===== src/rtl/csa_seq_multiplier.sv =====
// Sequential unsigned N x N multiplier: one 2N-bit carry-save adder folds in a
// partial product per cycle, then a single carry-propagate add resolves the result.

module carrysave_adder #(
  parameter int W = 16
) (
  input  logic [W-1:0] x,
  input  logic [W-1:0] y,
  input  logic [W-1:0] z,
  output logic [W-1:0] s,
  output logic [W-1:0] c
);
  assign s = x ^ y ^ z;
  assign c = (x & y) | (x & z) | (y & z);
endmodule

module csa_seq_multiplier #(
  parameter int N = 8
) (
  input  logic           clk,
  input  logic           rst,
  input  logic           in_valid,
  output logic           in_ready,
  input  logic [N-1:0]   a,
  input  logic [N-1:0]   b,
  output logic           out_valid,
  input  logic           out_ready,
  output logic [2*N-1:0] product,
  output logic           busy
);
  localparam int W  = 2 * N;
  localparam int IW = (N > 1) ? $clog2(N) : 1;

  typedef enum logic [1:0] {
    IDLE    = 2'd0,
    ACCUM   = 2'd1,
    RESOLVE = 2'd2,
    DONE    = 2'd3
  } state_t;

  state_t          state, state_nxt;
  logic [N-1:0]    a_r, b_r;
  logic [W-1:0]    sum_r, carry_r;
  logic [W-1:0]    carry_sh, pp, csa_s, csa_c;
  logic [IW-1:0]   idx;
  logic            last_idx;

  // Carry from bit W-1 falls off the top; exact because a*b < 2^W.
  assign carry_sh = {carry_r[W-2:0], 1'b0};
  assign pp       = b_r[idx] ? ({{N{1'b0}}, a_r} << idx) : '0;
  assign last_idx = (idx == IW'(N - 1));

  carrysave_adder #(.W(W)) u_csa (
    .x (sum_r),
    .y (carry_sh),
    .z (pp),
    .s (csa_s),
    .c (csa_c)
  );

  // NOTE: state registers use non-blocking (<=) so every flop samples
  // pre-edge values regardless of process evaluation order.
  always_ff @(posedge clk) begin
    if (rst) state <= IDLE;
    else     state <= state_nxt;
  end

  // NOTE: next state is defaulted before the case so no path leaves it
  // unassigned, which would otherwise infer a latch.
  always_comb begin
    state_nxt = state;
    unique case (state)
      IDLE:    if (in_valid)  state_nxt = ACCUM;
      ACCUM:   if (last_idx)  state_nxt = RESOLVE;
      RESOLVE:                state_nxt = DONE;
      DONE:    if (out_ready) state_nxt = IDLE;
      default:                state_nxt = IDLE;
    endcase
  end

  // NOTE: datapath registers are reset too, because product must read zero
  // after reset and an aborted operation must leave no residue behind.
  always_ff @(posedge clk) begin
    if (rst) begin
      a_r     <= '0;
      b_r     <= '0;
      sum_r   <= '0;
      carry_r <= '0;
      idx     <= '0;
      product <= '0;
    end else begin
      unique case (state)
        IDLE: begin
          if (in_valid) begin
            a_r     <= a;
            b_r     <= b;
            sum_r   <= '0;
            carry_r <= '0;
            idx     <= '0;
          end
        end
        ACCUM: begin
          sum_r   <= csa_s;
          carry_r <= csa_c;
          idx     <= idx + IW'(1);
        end
        RESOLVE: product <= sum_r + carry_sh;
        default: ;
      endcase
    end
  end

  assign in_ready  = (state == IDLE);
  assign out_valid = (state == DONE);
  assign busy      = (state == ACCUM) || (state == RESOLVE);

endmodule

===== config.mk =====
export PLATFORM = sky130hd
export DESIGN_NAME = csa_seq_multiplier
export DESIGN_NICKNAME = d
export VERILOG_FILES = /design/src/rtl/csa_seq_multiplier.sv
export SDC_FILE = /design/constraint.sdc
export NUM_CORES = 1
export LEC_CHECK = 0
export CAP_MARGIN = 30
export CORE_ASPECT_RATIO = 1.4
export CORE_MARGIN = 5
export CORE_UTILIZATION = 41
export DETAILED_ROUTE_END_ITERATION = 10
export HOLD_SLACK_MARGIN = 0.08
export REMOVE_ABC_BUFFERS = 1
export SLEW_MARGIN = 20
export SYNTH_ARGS = -nofsm -noshare
export SYNTH_HDL_FRONTEND = slang
export SYNTH_HIERARCHICAL = 1
export SYNTH_SLANG_ARGS = --single-unit

===== constraint.sdc =====
create_clock -name clk -period 2.3 [get_ports clk]
set_clock_uncertainty 0.2 [all_clocks]
set_input_delay 0.23 -clock clk [delete_from_list [all_inputs] [get_ports clk]]
set_output_delay 0.23 -clock clk [all_outputs]
set_load 0.02 [all_outputs]

==> results of run 1 <==
-- per-stage QoR --
step	area [um2]	cells
final	5090	625
after global routing	5090	625
after CTS	4980	624
after detailed placement	4620	605
after global placement	4620	605
after floorplan	3780	418
-- layout make-up --
type / count / area, um2 / area share [%]
repair buffers: 81 / 737 / 14.5
inverters: 11 / 41.3 / 0.812
clock buffers: 15 / 278 / 5.46
well taps: 110 / 138 / 2.71
clock inverters: 1 / 5.00 / 0.0984
flip-flops and latches: 68 / 1370 / 27.0
multi-input cells: 339 / 2520 / 49.5
-- layout by cell type (no fill, tap or decap), types with 3 or more instances in the layout --
cell and count:
nor2_1 67, dfxtp_1 64, nand2_1 50, clkdlybuf4s50_1 37, buf_4 37, a21oi_1 34
a22oi_1 27, ha_1 17, fa_1 14, mux2i_1 12, o21ai_0 12, nand3_1 11
inv_1 10, clkbuf_16 9, mux2_2 6, nor3_1 6, a22oi_2 6, o21ai_1 3
and2_1 3, a21oi_4 3, a21o_1 3, nand4_1 3, xnor2_1 3, fa_2 3
clkbuf_8 3, clkbuf_1 3, buf_6 3
-- layer usage --
layer	share of wire, %	global-route usage, %	up-vias
met5	0	0	-
li1	-	-	1705
met2	51	26.8	54
met3	3.4	3.55	17
met4	2.5	7.35	0
met1	43	18.8	1556
-- flip-flops by register name, summed over array words and instances, names as in the netlist --
| signal | cells |
|---|---|
| product | 16 |
| b_r | 8 |
| a_r | 8 |
| carry_r | 15 |
| sum_r | 16 |
| state | 2 |
| idx | 3 |
-- power breakdown --
group | total [uW] | leakage (uW) | internal, uW | switching [uW]
registers | 1380 | 0.000553 | 1290 | 86.4
logic | 1450 | 0.00127 | 603 | 851
clock network | 1300 | 0.000140 | 817 | 480
total | 4130 | 0.00197 | 2710 | 1420
-- critical path, delay by kind of cell, from the launching register on --
kind / cells / cell delay (ps)
AO/OA/AOI/OAI: 4 / 940
adder cells (fa/ha/maj): 2 / 550
buffers and inverters: 1 / 150
flip-flops: 1 / 330
AND/OR/NAND/NOR: 1 / 50
-- how the worst max path moves through the flow --
stage,slack [ps],end,cells past startpoint
after floorplan,-580,idx[0]$_SDFFE_PP0P_,6
after CTS,-4,sum_r[10]$_SDFFE_PP0P_,7
final,-20,product[11]$_SDFFE_PP0P_,8
after detailed placement,-230,sum_r[8]$_SDFFE_PP0P_,7
after global routing,-100,product[13]$_SDFFE_PP0P_,7
after global placement,-190,product[13]$_SDFFE_PP0P_,7
-- repair_timing --
| item | 4_1_cts | 5_1_grt |
|---|---|---|
| pin swaps | 11 | 10 |
| gates resized for setup | 17 | 24 |
| hold buffers | 1 | 0 |
| endpoints found under the hold margin | 1 | 0 |
| endpoints found under the setup margin | 25 | 23 |
| buffers inserted | 2 | 2 |
-- cell families (layout without fill, tap and decap cells) --
family,Yosys count,after routing
other,1,2
flip-flops,68,68
buffers and inverters,42,108
multiplexers,22,22
XOR/XNOR,4,4
AO/OA/AOI/OAI,114,114
AND/OR/NAND/NOR,160,160
adder cells (fa/ha/maj),37,37
==> results.sh, run 1 <==
export IMPL_status="finished, violations left"
export IMPL_violations="setup timing"
export IMPL_max_slew_margin_pct=58.2
export IMPL_overflow=0
export IMPL_finalCritPeriodShare_pct=101
export IMPL_drtIter0Drc=211
export IMPL_ys_seq_area_share_pct=34.8
export IMPL_clk_latency_ps=330
export IMPL_synth_top_family_by_area="compound AO/OA/AOI/OAI gates"
export IMPL_die_y_um=126
export IMPL_grt_first_pass_wirelength_um=14700
export IMPL_layout_drive_gt1_share_pct=19.4
export IMPL_die_area_um2=11600
export IMPL_cts_sinks=68
export IMPL_grt_pass1_vias=3185
export IMPL_utilization_pct=54.1
export IMPL_finalSetupTns_ps=-22.3
export IMPL_synth_area_per_cell_um2=8.74
export IMPL_cts_tree="yes"
export IMPL_drv_cap=0
export IMPL_floorplan_core_area_um2=9410
export IMPL_synth_area_top_cells="dfxtp_1, fa_1, nor2_1"
export IMPL_avgRoutedWirePerCell_um=14.3
export IMPL_rr_worst_depth=8
export IMPL_vias=3332
export IMPL_final_hold_viol_count=0
export IMPL_critPathCaptureType="register"
export IMPL_dp_hpwl_um=6430
export IMPL_synthMuxAreaShare_pct=6.46
export IMPL_yosys_area_top_type="dfxtp_1"
export IMPL_crit_required_ps=2320
export IMPL_drcViolationCount=0
export IMPL_synth_async_reset_ratio_pct=0
export IMPL_leakagePower_uw=0.00197
export IMPL_filler_cell_count=863
export IMPL_worstSetupStartpointType="register"
export IMPL_syn_inst=448
export IMPL_htree_num_levels=3
export IMPL_slowest_delay_ps=390
export IMPL_fp_row_count=42
export IMPL_root_buffer="clkbuf_16"
export IMPL_p_per_area_nw_per_um2=811
export IMPL_portBuffers=38
export IMPL_synth_seq_cells=68
export IMPL_synthAdderAreaFrac_pct=15.1
export IMPL_routed_wl_um=8910
export IMPL_postRouteAntennaNets=0
export IMPL_io_pins=39
export IMPL_clockBufferDepth=2
export IMPL_layout_nets=567
export IMPL_critPathLaunch="carry_r[0]$_SDFFE_PP0P_"
export IMPL_finalPower_uw=4130
export IMPL_synth_top_cell_area_share_pct=34.8
export IMPL_synth_most_common_cell="nor2_1"
export IMPL_drt_vias_per_instance=5.33
export IMPL_first_pass_iters=4
export IMPL_cp_slowest_cell="fa_2"
export IMPL_num_antenna_cells=0
export IMPL_rsz0062_at_grt="true"
export IMPL_finalSetupViolCount=2
export IMPL_grt_usage_pct=15.8
export IMPL_max_freq_mhz=431
export IMPL_cp_cell_sequence="ha_4, fa_2, a211oi_4, o21ai_1, a21oi_1, buf_4, nor4_1, a311o_1"
export IMPL_r2r_start="carry_r[0]$_SDFFE_PP0P_"
export IMPL_min_period_ps=2320
export IMPL_hold_path_end="b_r[3]$_SDFFE_PP0P_"
export IMPL_syn_area_um2=3910
export IMPL_crit_arrival_ps=2330
export IMPL_path_class="register to register"
export IMPL_worstHoldPathType="input port to register"
export IMPL_grt_max_degree=61
export IMPL_worst_slack_ps=-18.2
export IMPL_synth_edf_count=0
export IMPL_rrSetupSlack_ps=-20
export IMPL_peakVddDrop_mv=0.659
export IMPL_start_util_pct=41.6
export IMPL_netlist_top_cells_count="nor2_1, dfxtp_1, nand2_1"
export IMPL_place_congestion=0.823
export IMPL_dp_slack_ps=-235
export IMPL_hold_depth=3
export IMPL_worst_slew_pin_slew_ps=627
export IMPL_hold_start="b[3]"
export IMPL_grt_antenna_before_repair=0
export IMPL_ys_flop_type="dfxtp_1"
export IMPL_yosys_area_share_simple_pct=17.8
export IMPL_synth_xor_area_share_pct=0.895
export IMPL_whs_ps=241
export IMPL_area_growth_synth_to_final_pct=30.0
export IMPL_crit_path_max_fanout=3
export IMPL_yosysUniqueCellTypes=57
export IMPL_slew_viol_final=0
export IMPL_cts_buffers=9
export IMPL_synth_compound_area_share_pct=20.4
export IMPL_die_w_um=92.6
export IMPL_r2r_end="product[11]$_SDFFE_PP0P_"
export IMPL_path_clk_slew_ps=60
export IMPL_yosysWarnings=6
(Power assumes the default switching activity.)
==> run 2: changes to the inputs <==
HOLD_SLACK_MARGIN = 0.02   (was 0.08)
SETUP_SLACK_MARGIN = 0.02   (was default)
==> results.sh, run 2 (synthesized netlist as in run 1, its figures left out) <==
export IMPL_status="completed"
export IMPL_clk_latency_ps=330
export IMPL_worstSetupStartpointType="register"
export IMPL_cp_slowest_cell="fa_2"
export IMPL_cp_num_buf_inv=1
export IMPL_avgRoutedWirePerCell_um=14.5
export IMPL_finalSetupViolCount=0
export IMPL_rrSetupSlack_ps=5
export IMPL_crit_arrival_ps=2310
export IMPL_internal_power_uw=2720
export IMPL_layout_nets=565
export IMPL_combPwrFrac_pct=35.7
export IMPL_worst_slack_ps=5.34
export IMPL_pwr_share_seq_pct=33.1
export IMPL_cts_buffers=9
export IMPL_slowest_delay_ps=370
export IMPL_filler_cell_count=868
export IMPL_cts_tree="yes"
export IMPL_worst_slew_pin_slew_ps=620
export IMPL_drtIter0Drc=174
export IMPL_drcViolationCount=0
export IMPL_place_congestion=0.823
export IMPL_cts_sinks=68
export IMPL_grt_max_degree=61
export IMPL_worst_path_stages=8
export IMPL_r2r_start="carry_r[0]$_SDFFE_PP0P_"
export IMPL_finalPower_uw=4160
export IMPL_path_clk_slew_ps=50
export IMPL_r2r_end="product[15]$_SDFFE_PP0P_"
export IMPL_num_antenna_cells=0
export IMPL_switching_share_pct=34.6
export IMPL_postRouteAntennaNets=0
export IMPL_first_pass_iters=5
export IMPL_grt_antenna_before_repair=0
export IMPL_regArea_um2=1370
export IMPL_grt_usage_pct=15.9
export IMPL_critPathLaunch="carry_r[0]$_SDFFE_PP0P_"
export IMPL_crit_required_ps=2320
export IMPL_most_common_layout_cells="nor2_1, dfxtp_1, nand2_1"
export IMPL_slew_viol_final=0
export IMPL_leakagePower_uw=0.00196
export IMPL_die_y_um=126
export IMPL_drt_vias_per_instance=5.35
export IMPL_cp_cell_sequence="ha_4, fa_2, a211oi_4, o21ai_1, a21oi_1, buf_4, o21ai_2, mux2_2"
export IMPL_root_buffer="clkbuf_16"
export IMPL_max_freq_mhz=436
export IMPL_floorplan_core_area_um2=9410
export IMPL_grt_pass1_vias=3202
export IMPL_final_common_cell="nor2_1"
export IMPL_overflow=0
export IMPL_finalCritPeriodShare_pct=99.8
export IMPL_worstHoldPathType="input port to register"
export IMPL_path_class="register to register"
export IMPL_area_growth_synth_to_final_pct=30.9
export IMPL_start_util_pct=41.6
export IMPL_layout_drive_gt1_share_pct=21.1
export IMPL_power_switching_uw=1440
export IMPL_io_pins=39
export IMPL_dp_slack_ps=-235
export IMPL_peakVddDrop_mv=0.665
export IMPL_vias=3336
export IMPL_critPathCaptureType="register"
export IMPL_dp_hpwl_um=6430
export IMPL_fp_row_count=42
export IMPL_clockBufferDepth=2
export IMPL_p_per_area_nw_per_um2=812
export IMPL_htree_num_levels=3
export IMPL_reg_top3="product (16), sum_r (16), carry_r (15)"
export IMPL_die_w_um=92.6
export IMPL_routed_wl_um=9020
export IMPL_power_frac_clock_pct=31.1
export IMPL_rsz0062_at_grt="true"
export IMPL_endpoint="product[15]$_SDFFE_PP0P_"
export IMPL_crit_path_max_fanout=3
export IMPL_drv_cap=0
export IMPL_multi_input_comb_area_um2=2570
export IMPL_max_slew_margin_pct=58.7
export IMPL_final_hold_viol_count=0
export IMPL_min_period_ps=2290
export IMPL_grt_first_pass_wirelength_um=14800
export IMPL_die_area_um2=11600
export IMPL_portBuffers=38
export IMPL_rr_worst_depth=8
export IMPL_cp_top_family="compound AO/OA/AOI/OAI gates"
-- run 2: layer usage --
layer	GRT usage, %	vias to the layer above	wire [um]
met5	0	-	0
li1	-	1701	-
met2	26.8	59	4650
met3	3.61	14	356
met4	7.52	0	207
met1	18.9	1562	3810
-- run 2: what timing repair did --
item                                    in CTS  in global routing
resized for setup                           19                 32
hold buffers                                 0                  0
setup buffers                                3                  1
pin swaps                                   12                 16
endpoints found under the setup margin      27                 29
endpoints found under the hold margin        0                  0
-- run 2: power by group through the flow --
stage | Clock (uW) | Sequential (uW) | Combinational (uW)
after floorplan | 0 | 1420 | 748
after global placement | 0 | 1390 | 1370
after detailed placement | 0 | 1400 | 1380
after CTS | 1330 | 1380 | 1420
after global routing | 1370 | 1390 | 1620
final | 1290 | 1380 | 1490
-- run 2: through the flow --
stage	area, um2	TNS [ps]	std cells	hold slack, ps	util, %
global route	5120	-633	623	128	54.5
CTS	4970	0	623	69.1	52.9
detailed placement	4620	-3580	605	248	49.2
finish	5120	0	623	113	54.5
floorplan	3780	-19470	418	99.1	-
global placement	4620	-2820	605	246	49.2
-- run 2: worst min path at each step --
stage	from	end	depth (start not counted)
floorplan	rst	a_r[0]$_SDFFE_PP0P_	1
global placement	b_r[3]$_SDFFE_PP0P_	b_r[3]$_SDFFE_PP0P_	2
detailed placement	b_r[7]$_SDFFE_PP0P_	b_r[7]$_SDFFE_PP0P_	2
CTS	rst	product[9]$_SDFFE_PP0P_	2
global route	rst	product[9]$_SDFFE_PP0P_	2
finish	rst	product[9]$_SDFFE_PP0P_	2
-- run 2: layout make-up --
cell class              count  area share, %
multi-input cells         339           50.2
clock inverters             1         0.0977
repair buffers             79           14.0
flip-flops and latches     68           26.8
inverters                  11          0.806
well taps                 110           2.69
clock buffers              15           5.42
==> run 3: changes to the inputs <==
MAX_ROUTING_LAYER = met4   (was default)
==> results.sh, run 3 (synthesized netlist as in run 1, its figures left out) <==
export IMPL_finalSetupViolCount=0
export IMPL_path_class="register to register"
export IMPL_critPathCaptureType="register"
export IMPL_crit_arrival_ps=2300
export IMPL_cp_top_family="compound AO/OA/AOI/OAI gates"
export IMPL_overflow=0
export IMPL_grt_pass1_vias=3212
export IMPL_crit_required_ps=2320
export IMPL_avgRoutedWirePerCell_um=14.5
export IMPL_worst_slew_pin_slew_ps=628
export IMPL_max_slew_margin_pct=58.1
export IMPL_routed_wl_um=9010
export IMPL_layout_nets=565
export IMPL_power_frac_clock_pct=31.2
export IMPL_drcViolationCount=0
export IMPL_finalSetupTns_ps=0
export IMPL_status="completed"
export IMPL_slowest_delay_ps=370
export IMPL_worst_slack_ps=15.3
export IMPL_place_congestion=0.836
export IMPL_io_pins=39
export IMPL_fin_area_um2=5120
export IMPL_drv_cap=0
export IMPL_clockBufferDepth=2
export IMPL_worstHoldPathType="input port to register"
export IMPL_multi_input_comb_area_um2=2570
export IMPL_leakagePower_uw=0.00196
export IMPL_min_period_ps=2280
export IMPL_crit_path_max_fanout=3
export IMPL_worstSetupStartpointType="register"
export IMPL_ctsHoldBuffers=0
export IMPL_floorplan_core_area_um2=9410
export IMPL_num_antenna_cells=0
export IMPL_drt_vias_per_instance=5.37
export IMPL_grt_antenna_before_repair=0
export IMPL_rsz0062_at_grt="true"
export IMPL_final_hold_viol_count=0
export IMPL_combPwrFrac_pct=35.7
export IMPL_die_w_um=92.6
export IMPL_root_buffer="clkbuf_16"
export IMPL_cp_cell_sequence="ha_4, fa_2, a211oi_4, o21ai_1, a21oi_1, buf_4, o21ai_2, mux2_2"
export IMPL_pwr_share_seq_pct=33.1
export IMPL_power_switching_uw=1440
export IMPL_die_area_um2=11600
export IMPL_cts_tree="yes"
export IMPL_dpl_instance_area_um2=4620
export IMPL_cts_sinks=68
export IMPL_cp_num_buf_inv=1
export IMPL_clk_latency_ps=330
export IMPL_most_common_layout_cells="nor2_1, dfxtp_1, nand2_1"
export IMPL_portBuffers=38
export IMPL_die_y_um=126
export IMPL_cp_slowest_cell="fa_2"
export IMPL_filler_cell_count=868
export IMPL_first_pass_iters=4
export IMPL_final_common_cell="nor2_1"
export IMPL_htree_num_levels=3
export IMPL_switching_share_pct=34.6
export IMPL_slew_viol_final=0
export IMPL_p_per_area_nw_per_um2=813
export IMPL_grt_max_degree=61
export IMPL_start_util_pct=41.6
export IMPL_dp_cells=605
export IMPL_internal_power_uw=2720
export IMPL_area_growth_synth_to_final_pct=30.9
export IMPL_drtIter0Drc=173
export IMPL_grt_usage_pct=16.3
export IMPL_finalPower_uw=4160
export IMPL_fp_row_count=42
export IMPL_dp_hpwl_um=6430
export IMPL_reg_top3="product (16), sum_r (16), carry_r (15)"
export IMPL_max_freq_mhz=438
export IMPL_vias=3346
export IMPL_grt_first_pass_wirelength_um=14800
export IMPL_finalCritPeriodShare_pct=99.3
export IMPL_cts_buffers=9
export IMPL_stdcell_count=623
export IMPL_regArea_um2=1370
export IMPL_path_clk_slew_ps=50
export IMPL_postRouteAntennaNets=0
export IMPL_peakVddDrop_mv=0.666
export IMPL_dp_slack_ps=-235
export IMPL_layout_drive_gt1_share_pct=21.1
## run 3: layout make-up
| type | count | share of cell area, % |
|---|---|---|
| multi-input cells | 339 | 50.2 |
| flip-flops and latches | 68 | 26.8 |
| repair buffers | 79 | 14.0 |
| clock buffers | 15 | 5.42 |
| well taps | 110 | 2.69 |
| inverters | 11 | 0.806 |
| clock inverters | 1 | 0.0977 |
## run 3: worst paths after layout
check                           from                       end  slack (ps)  cells past startpoint
max          carry_r[0]$_SDFFE_PP0P_  product[15]$_SDFFE_PP0P_          20                      8
min reg2reg      b_r[7]$_SDFFE_PP0P_       b_r[7]$_SDFFE_PP0P_         260                      2
min                              rst   product[9]$_SDFFE_PP0P_         110                      2
max reg2reg  carry_r[0]$_SDFFE_PP0P_  product[15]$_SDFFE_PP0P_          20                      8
## run 3: metal layers
layer / vias to the layer above / share of wire (%) / global-route usage [%] / wire, um
met2: 55 / 52 / 26.9 / 4670
li1: 1701 / - / - / -
met4: 0 / 2.5 / 8.05 / 221
met3: 16 / 3.1 / 3.06 / 278
met5: - / 0 / - / 0
met1: 1574 / 43 / 18.7 / 3840
## run 3: repair_timing
item                       in CTS  in global routing
setup endpoints to repair      27                 29
buffers inserted                3                  1
gates cloned                    0                  0
pin swaps                      12                 16
gates resized for setup        19                 32
## run 3: per-stage QoR
step / util (%) / hold slack [ps]
after detailed placement: 49.2 / 248
after CTS: 52.9 / 69.1
final: 54.5 / 111
after global placement: 49.2 / 246
after global routing: 54.5 / 130
after floorplan: - / 99.1
## run 3: power by group through the flow
| stage | Combinational, uW | Sequential, uW | Clock (uW) |
|---|---|---|---|
| 2_1_floorplan | 748 | 1420 | 0 |
| 3_3_place_gp | 1370 | 1390 | 0 |
| 3_5_place_dp | 1380 | 1400 | 0 |
| 4_1_cts | 1420 | 1380 | 1330 |
| 5_1_grt | 1620 | 1390 | 1370 |
| 6_report | 1490 | 1380 | 1300 |
